$ cat config.mk
export PLATFORM = sky130hd
export DESIGN_NAME = dcim_result_collector
export DESIGN_NICKNAME = d
export VERILOG_FILES = /design/src/rtl/dcim_pkg.sv /design/src/rtl/dcim_sync_fifo.sv /design/src/rtl/dcim_result_collector.sv
export SDC_FILE = /design/constraint.sdc
export NUM_CORES = 1
export LEC_CHECK = 0
export ABC_AREA = 1
export ABC_CLOCK_PERIOD_IN_PS = 5900
export BUFFER_PORTS_ARGS = -buffer_cell sky130_fd_sc_hd__buf_2
export CORE_ASPECT_RATIO = 1.1
export CORE_UTILIZATION = 50
export DETAILED_ROUTE_END_ITERATION = 6
export PLACE_DENSITY = 0.72
export SYNTH_ARGS = -nofsm -noshare
export SYNTH_HDL_FRONTEND = slang
export SYNTH_SLANG_ARGS = --single-unit
export TNS_END_PERCENT = 1
$ cat constraint.sdc
create_clock -name clk -period 5.9 [get_ports clk]
set_input_delay 1.18 -clock clk [delete_from_list [all_inputs] [get_ports clk]]
set_output_delay 1.18 -clock clk [all_outputs]
set_load 0.05 [all_outputs]
$ cat src/rtl/dcim_pkg.sv
// Shared constants for the DCIM readout path: macro widths, result-tag field layout
// and the collector FSM state encoding.
package dcim_pkg;

   localparam int DCIM_NOUT_W = 51;
   localparam int DCIM_D_W    = 24;
   localparam int DCIM_WA_W   = 8;
   localparam int DCIM_XIN_W  = 192;

   // Tag = {seq, cima, inwidth, wwidth}; the mode bits sit below the sequence number.
   localparam int TAG_WW_BIT   = 0;
   localparam int TAG_IW_BIT   = 1;
   localparam int TAG_CIMA_BIT = 2;
   localparam int TAG_MODE_W   = 3;
   localparam int TAG_SEQ_LSB  = TAG_MODE_W;

   typedef enum logic {
      ST_IDLE  = 1'b0,
      ST_ARMED = 1'b1
   } dcim_state_e;

   function automatic logic [TAG_MODE_W-1:0] pack_mode(input logic cima, input logic iw,
                                                       input logic ww);
      logic [TAG_MODE_W-1:0] m;
      m               = '0;
      m[TAG_CIMA_BIT] = cima;
      m[TAG_IW_BIT]   = iw;
      m[TAG_WW_BIT]   = ww;
      return m;
   endfunction

endpackage

$ cat src/rtl/dcim_sync_fifo.sv
// First-word-fall-through synchronous FIFO with exact occupancy; a push while full is
// accepted only when a pop frees the head slot in the same cycle.
module dcim_sync_fifo #(
   parameter int WIDTH = 8,
   parameter int DEPTH = 4
) (
   input  logic                       clk,
   input  logic                       rst,
   input  logic                       push_i,
   input  logic [WIDTH-1:0]           data_i,
   input  logic                       pop_i,
   output logic [WIDTH-1:0]           data_o,
   output logic                       valid_o,
   output logic                       full_o,
   output logic [$clog2(DEPTH+1)-1:0] level_o
);

   localparam int AW    = $clog2(DEPTH);
   localparam int LVL_W = $clog2(DEPTH+1);

   logic [WIDTH-1:0] mem_q [DEPTH];
   logic [AW-1:0]    wr_q, rd_q;
   logic [LVL_W-1:0] cnt_q;
   logic             empty, full, do_push, do_pop;

   assign empty   = (cnt_q == '0);
   assign full    = (cnt_q == LVL_W'(DEPTH));
   assign do_pop  = pop_i & ~empty;
   assign do_push = push_i & (~full | do_pop);

   always_ff @(posedge clk or posedge rst) begin
      if (rst) begin
         wr_q  <= '0;
         rd_q  <= '0;
         cnt_q <= '0;
      end else begin
         if (do_push) wr_q <= wr_q + 1'b1;
         if (do_pop)  rd_q <= rd_q + 1'b1;
         case ({do_push, do_pop})
            2'b10:   cnt_q <= cnt_q + 1'b1;
            2'b01:   cnt_q <= cnt_q - 1'b1;
            default: cnt_q <= cnt_q;
         endcase
      end
   end

   // Storage carries no reset; emptiness alone qualifies the head.
   always_ff @(posedge clk) begin
      if (do_push) mem_q[wr_q] <= data_i;
   end

   assign data_o  = empty ? '0 : mem_q[rd_q];
   assign valid_o = ~empty;
   assign full_o  = full;
   assign level_o = cnt_q;

endmodule

$ cat src/rtl/dcim_result_collector.sv
// Tags each macro job launched by start, captures nout on the rising edge of st and
// queues {seq, cima, inwidth, wwidth, nout} into a valid/ready result FIFO.
module dcim_result_collector
   import dcim_pkg::*;
#(
   parameter int NOUT_W  = DCIM_NOUT_W,
   parameter int SEQ_W   = 4,
   parameter int DEPTH   = 4,
   parameter int TIMEOUT = 1024
) (
   input  logic                          clk,
   input  logic                          rst,
   input  logic                          start,
   input  logic                          cima,
   input  logic                          inwidth,
   input  logic                          wwidth,
   input  logic                          st,
   input  logic [NOUT_W-1:0]             nout,
   output logic                          out_valid,
   input  logic                          out_ready,
   output logic [SEQ_W+3+NOUT_W-1:0]     out_data,
   output logic                          busy,
   output logic [$clog2(DEPTH+1)-1:0]    level,
   output logic                          ovf,
   output logic                          tmo,
   output logic                          spur,
   input  logic                          clr_err
);

   localparam int TAG_W = SEQ_W + TAG_MODE_W;
   localparam int CNT_W = $clog2(TIMEOUT) + 1;

   dcim_state_e      state_q, state_d;
   logic [TAG_W-1:0] tag_q, tag_d;
   logic [SEQ_W-1:0] seq_q, seq_d, seq_inc;
   logic [CNT_W-1:0] cnt_q, cnt_d;
   logic             st_q, st_rise;
   logic             ovf_q, tmo_q, spur_q;
   logic             push, set_ovf, set_tmo, set_spur;
   logic             fifo_full, fifo_pop;
   logic [TAG_MODE_W-1:0] mode;

   assign st_rise  = st & ~st_q;
   assign seq_inc  = seq_q + 1'b1;
   assign mode     = pack_mode(cima, inwidth, wwidth);
   assign fifo_pop = out_valid & out_ready;
   assign set_ovf  = push & fifo_full & ~fifo_pop;

   always_comb begin
      state_d  = state_q;
      tag_d    = tag_q;
      seq_d    = seq_q;
      cnt_d    = cnt_q;
      push     = 1'b0;
      set_tmo  = 1'b0;
      set_spur = 1'b0;
      case (state_q)
         ST_IDLE: begin
            if (st_rise) set_spur = 1'b1;
            if (start) begin
               tag_d   = {seq_q, mode};
               cnt_d   = '0;
               state_d = ST_ARMED;
            end
         end
         ST_ARMED: begin
            cnt_d = cnt_q + 1'b1;
            if (st_rise) begin
               push  = 1'b1;
               seq_d = seq_inc;
               if (start) begin
                  tag_d = {seq_inc, mode};
                  cnt_d = '0;
               end else begin
                  state_d = ST_IDLE;
               end
            end else if (start) begin
               // Re-arm: the abandoned job's sequence number is consumed, never reported.
               tag_d = {seq_inc, mode};
               seq_d = seq_inc;
               cnt_d = '0;
            end else if (cnt_q == CNT_W'(TIMEOUT-1)) begin
               set_tmo = 1'b1;
               seq_d   = seq_inc;
               state_d = ST_IDLE;
            end
         end
         default: state_d = ST_IDLE;
      endcase
   end

   always_ff @(posedge clk or posedge rst) begin
      if (rst) begin
         state_q <= ST_IDLE;
         seq_q   <= '0;
         cnt_q   <= '0;
         st_q    <= 1'b0;
         ovf_q   <= 1'b0;
         tmo_q   <= 1'b0;
         spur_q  <= 1'b0;
      end else begin
         state_q <= state_d;
         seq_q   <= seq_d;
         cnt_q   <= cnt_d;
         st_q    <= st;
         // A new error event in the same cycle takes priority over clr_err.
         ovf_q   <= set_ovf  | (ovf_q  & ~clr_err);
         tmo_q   <= set_tmo  | (tmo_q  & ~clr_err);
         spur_q  <= set_spur | (spur_q & ~clr_err);
      end
   end

   always_ff @(posedge clk) begin
      tag_q <= tag_d;
   end

   dcim_sync_fifo #(
      .WIDTH (TAG_W + NOUT_W),
      .DEPTH (DEPTH)
   ) u_fifo (
      .clk     (clk),
      .rst     (rst),
      .push_i  (push),
      .data_i  ({tag_q, nout}),
      .pop_i   (fifo_pop),
      .data_o  (out_data),
      .valid_o (out_valid),
      .full_o  (fifo_full),
      .level_o (level)
   );

   assign busy = (state_q == ST_ARMED);
   assign ovf  = ovf_q;
   assign tmo  = tmo_q;
   assign spur = spur_q;

endmodule

==> impl_summary.txt <==
----------------------------------------------------
[Status]
  Status ... complete, no violations

[Logic synthesis]
  Number of distinct library cells after synthesis ... 29
  Nets in the synthesized netlist ... 935
  Cell with the most instances after synthesis ... sky130_fd_sc_hd__nor2_1
  Count of warnings emitted by yosys ... 0
  Mapped cell area ... between 0.01 and 0.015 mm^2
  Yosys top cell by area ... sky130_fd_sc_hd__edfxtp_1
  Post-Syn Instances ... roughly 870
  Average cell area after synthesis ... 12.2 um^2
  Fraction of synthesized cell area taken by the top area cell type ... a little under 70%
  Top_reg_cell synth ... sky130_fd_sc_hd__edfxtp_1
  Most used standard cells in the synthesized netlist ... sky130_fd_sc_hd__nor2_1, sky130_fd_sc_hd__edfxtp_1, sky130_fd_sc_hd__o21ai_0, sky130_fd_sc_hd__a21oi_1, sky130_fd_sc_hd__nand2_1
  Share of async-settable or async-resettable flops after synthesis ... 10.2%
  Count of flip-flops with a built-in enable after synthesis ... 239
  Flip-flop and latch count after synthesis ... 266
  Sequential area share after synthesis ... 73.9%
  Top post-synthesis cells by area ... sky130_fd_sc_hd__edfxtp_1, sky130_fd_sc_hd__nor2_1, sky130_fd_sc_hd__dfrtp_1

[Pwr]
  Pwr/cell area ... around 570 mW/mm^2
  Gate power share ... 43.3%
  Total leakage power ... 4.51 nW
  Pint ... 0.00382 W
  Switching power ... 0.00311 W
  Switching power as a share of total power ... roughly 45%
  Max VDD drop ... 0.318 mV
  Share of total power in the clock network ... 22.0%
  Power share of the sequential group ... between 30% and 40%

[Timing]
  Share of the clock period used by the worst path ... around three quarters
  Sum of negative setup slack ... 0 ns
  Relative max-transition margin ... 31.1%
  Post-route clock skew ... 0.00819 ns
  Transition at the pin with the smallest max-transition slack ... just over 1 ns
  Max Clk Rate ... 227 MHz
  Final setup slack of the worst path ... 1.49 ns
  Setup repair after global routing missed its margin ... no
  Hold Violations, Final ... 0
  Number of pins exceeding their max-slew limit in the final report ... 0
  Setup-violating endpoint count in the final report ... 0
  Final period demand of the worst path ... 4.41 ns

[Clock network]
  Worst-Skew Late Latency ... 0.52 ns
  Post-CTS setup buffer count ... 0
  CTS Hold Buffers Added ... 0
  Total clock buffers created by CTS ... 26
  Worst-case clock buffer depth ... 3
  H-tree depth reported by CTS ... 1
  CTS clock-pin slew for the worst setup and hold paths ... ~0.060 ns
  Buffer type at the clock tree root ... sky130_fd_sc_hd__clkbuf_16
  Post_cts resized ... 0
  Sinks on Clock Net ... approximately 270
  CTS tree ... built

[Worst setup path]
  Worst path arrival time ... 3.23 ns
  Number of cells traversed by the worst register-to-register path ... 3
  Worst path slowest cell ... sky130_fd_sc_hd__dfrtp_4
  Worst setup path category ... reg -> out
  Critical path launch point type ... flip-flop
  Cell-by-cell listing of the critical path ... inv_2, buf_4, o21ai_0, a21oi_1, buf_2
  Worst R2R End ... u_fifo.mem_q[3][17]
  Crit path required time ... 4.72 ns
  Critical Path Sink Type ... output port
  Launching point of the worst reg2reg path ... busy
  Startpoint of the most critical setup path ... u_fifo.rd_q[0]
  Highest cell delay on the worst timing path ... 0.71 ns
  Worst-path fanout max ... 95
  Register-to-register setup slack ... 2.86 ns

[Placed design]
  Routability cong. ... 0.770
  Number of cells in the design after placement ... 1,242
  Estimated wirelength of the detail-placed design ... approximately 12,000 um
  # port buffers ... 125
  Worst setup slack after placement ... 2.05 ns

[Die]
  Number of cell rows ... 55
  Core area ... 0.0207 mm^2
  Die Ht ... 155 um
  Die ar. ... 0.0218 mm^2
  Effective utilization at floorplan ... 51.3%
  I/O Pins ... 126
  Die Width ... 141 um

[Drt]
  Overall via count from detail_route ... between 6,000 and 7,000
  Number of nets with antenna violations after detailed routing ... 0
  Residual DRC count ... 0
  1st-pass router iterations ... 5
  Number of DRC violations after detailed-routing iteration 0 ... 464
  Number of vias per cell after detailed routing ... 5.22
  Average detailed-routed wire length per instance ... 16.2 um
  Wire length reported by the detailed router ... 20,900 um

[Job]
  Maxcap violations ... 0

[Cells and area]
  Layout-stage area growth over the synthesis result ... 15.4%
  Nets ... about 1,100
  Layout cells sized above 1 ... between 10% and 20%
  Final Non-Filler Cells ... 1,293

[Hold path]
  Endpoint with the worst hold slack ... u_fifo.mem_q[2][55]
  Min-Delay Path Depth ... 0
  Hold Path Class ... reg -> reg
  HP Start ... tag_q[4]

[GRT]
  Antenna violations before repair ... 3
  Overall overflow remaining after global route ... 0
  Number of global-route vias before repair ... approximately 6,600
  Gr usage total ... 19.3%
  Global-route wire length before repair ... 32,500 um
  Pin count of the biggest net entering global routing ... 96

----------------------------------------------------
-- state kept, by name (all words and copies together) (netlist names), 2 cells and up --
signal and cells:
u_fifo.wr_q 2, u_fifo.mem_q 232, u_fifo.rd_q 2, u_fifo.level_o 3, cnt_q 11, seq_q 4
tag_q 7
-- layout by cell type, fill, tap and decap left out, types with 11 or more instances in the layout --
master | Yosys | layout
sky130_fd_sc_hd__buf_2 | 13 | 125
sky130_fd_sc_hd__edfxtp_1 | 239 | 239
sky130_fd_sc_hd__o21ai_1 | 24 | 24
sky130_fd_sc_hd__clkbuf_16 | 0 | 27
sky130_fd_sc_hd__inv_1 | 29 | 29
sky130_fd_sc_hd__dfrtp_1 | 27 | 25
sky130_fd_sc_hd__o21ai_0 | 99 | 99
sky130_fd_sc_hd__a21oi_1 | 67 | 67
sky130_fd_sc_hd__buf_4 | 10 | 13
sky130_fd_sc_hd__nand2_1 | 39 | 39
sky130_fd_sc_hd__nor2_1 | 251 | 247
sky130_fd_sc_hd__nand3_1 | 11 | 11
-- per-stage QoR --
step | cell area (um^2) | util (%) | power, W | hold WS (ns)
finish | 12300 | 59.2 | 0.00693 | 0.489
global route | 12300 | 59.2 | 0.00727 | 0.507
CTS | 12300 | 59.1 | 0.00698 | 0.493
detailed placement | 11500 | 55.3 | 0.00546 | 0.480
global placement | 11500 | 55.3 | 0.00542 | 0.460
floorplan | 10600 | - | 0.00482 | 0.442
-- worst max path at each step --
stage,end,slack [ns],cells after the start
floorplan,u_fifo.mem_q[0][0],1.36,4
CTS,out_data[49],1.51,5
detailed placement,out_data[49],2.05,5
global route,out_data[42],1.32,5
global placement,out_data[49],2.08,5
finish,out_data[49],1.49,5
-- logic make-up (layout without fill, tap and decap cells) --
kind of cell	Yosys count	after routing	synth area share, %
adder cells (fa/ha/maj)	8	8	1.01
AO/OA/AOI/OAI	193	193	9.13
flip-flops	266	266	73.9
other	0	3	0
buffers and inverters	80	218	3.77
AND/OR/NAND/NOR	312	312	11.5
XOR/XNOR	8	8	0.660
-- power by group through the flow --
stage	clock network (W)	registers (W)	logic, W
after CTS	0.00155	0.00241	0.00302
after floorplan	0	0.00242	0.00240
after global routing	0.00162	0.00243	0.00323
final	0.00152	0.00241	0.00300
after detailed placement	0	0.00244	0.00301
after global placement	0	0.00244	0.00298
-- critical path: cells and delay by family, from the launching register on --
kind / cells / cell delay, ns
AO/OA/AOI/OAI: 2 / 0.54
flip-flops: 1 / 0.71
buffers and inverters: 3 / 1.35
-- layout make-up --
type	count	area, um^2
well taps	285	357
multi-input cells	521	2400
diodes	3	7.51
fillers	1610	8450
repair buffers	138	723
inverters	32	120
clock buffers	37	743
flip-flops and latches	266	7860
clock inverters	11	55.1
-- routing by layer --
| metal | up-vias | GRT usage (%) | share of wire (%) |
|---|---|---|---|
| met3 | 48 | 3.19 | 5.8 |
| met2 | 177 | 34.3 | 51 |
| met1 | 3273 | 23.4 | 41 |
| met4 | 0 | 7.87 | 2.8 |
| li1 | 3257 | - | - |
| met5 | - | 0 | 0 |
Note: power is estimated with default switching activity, not from simulation.
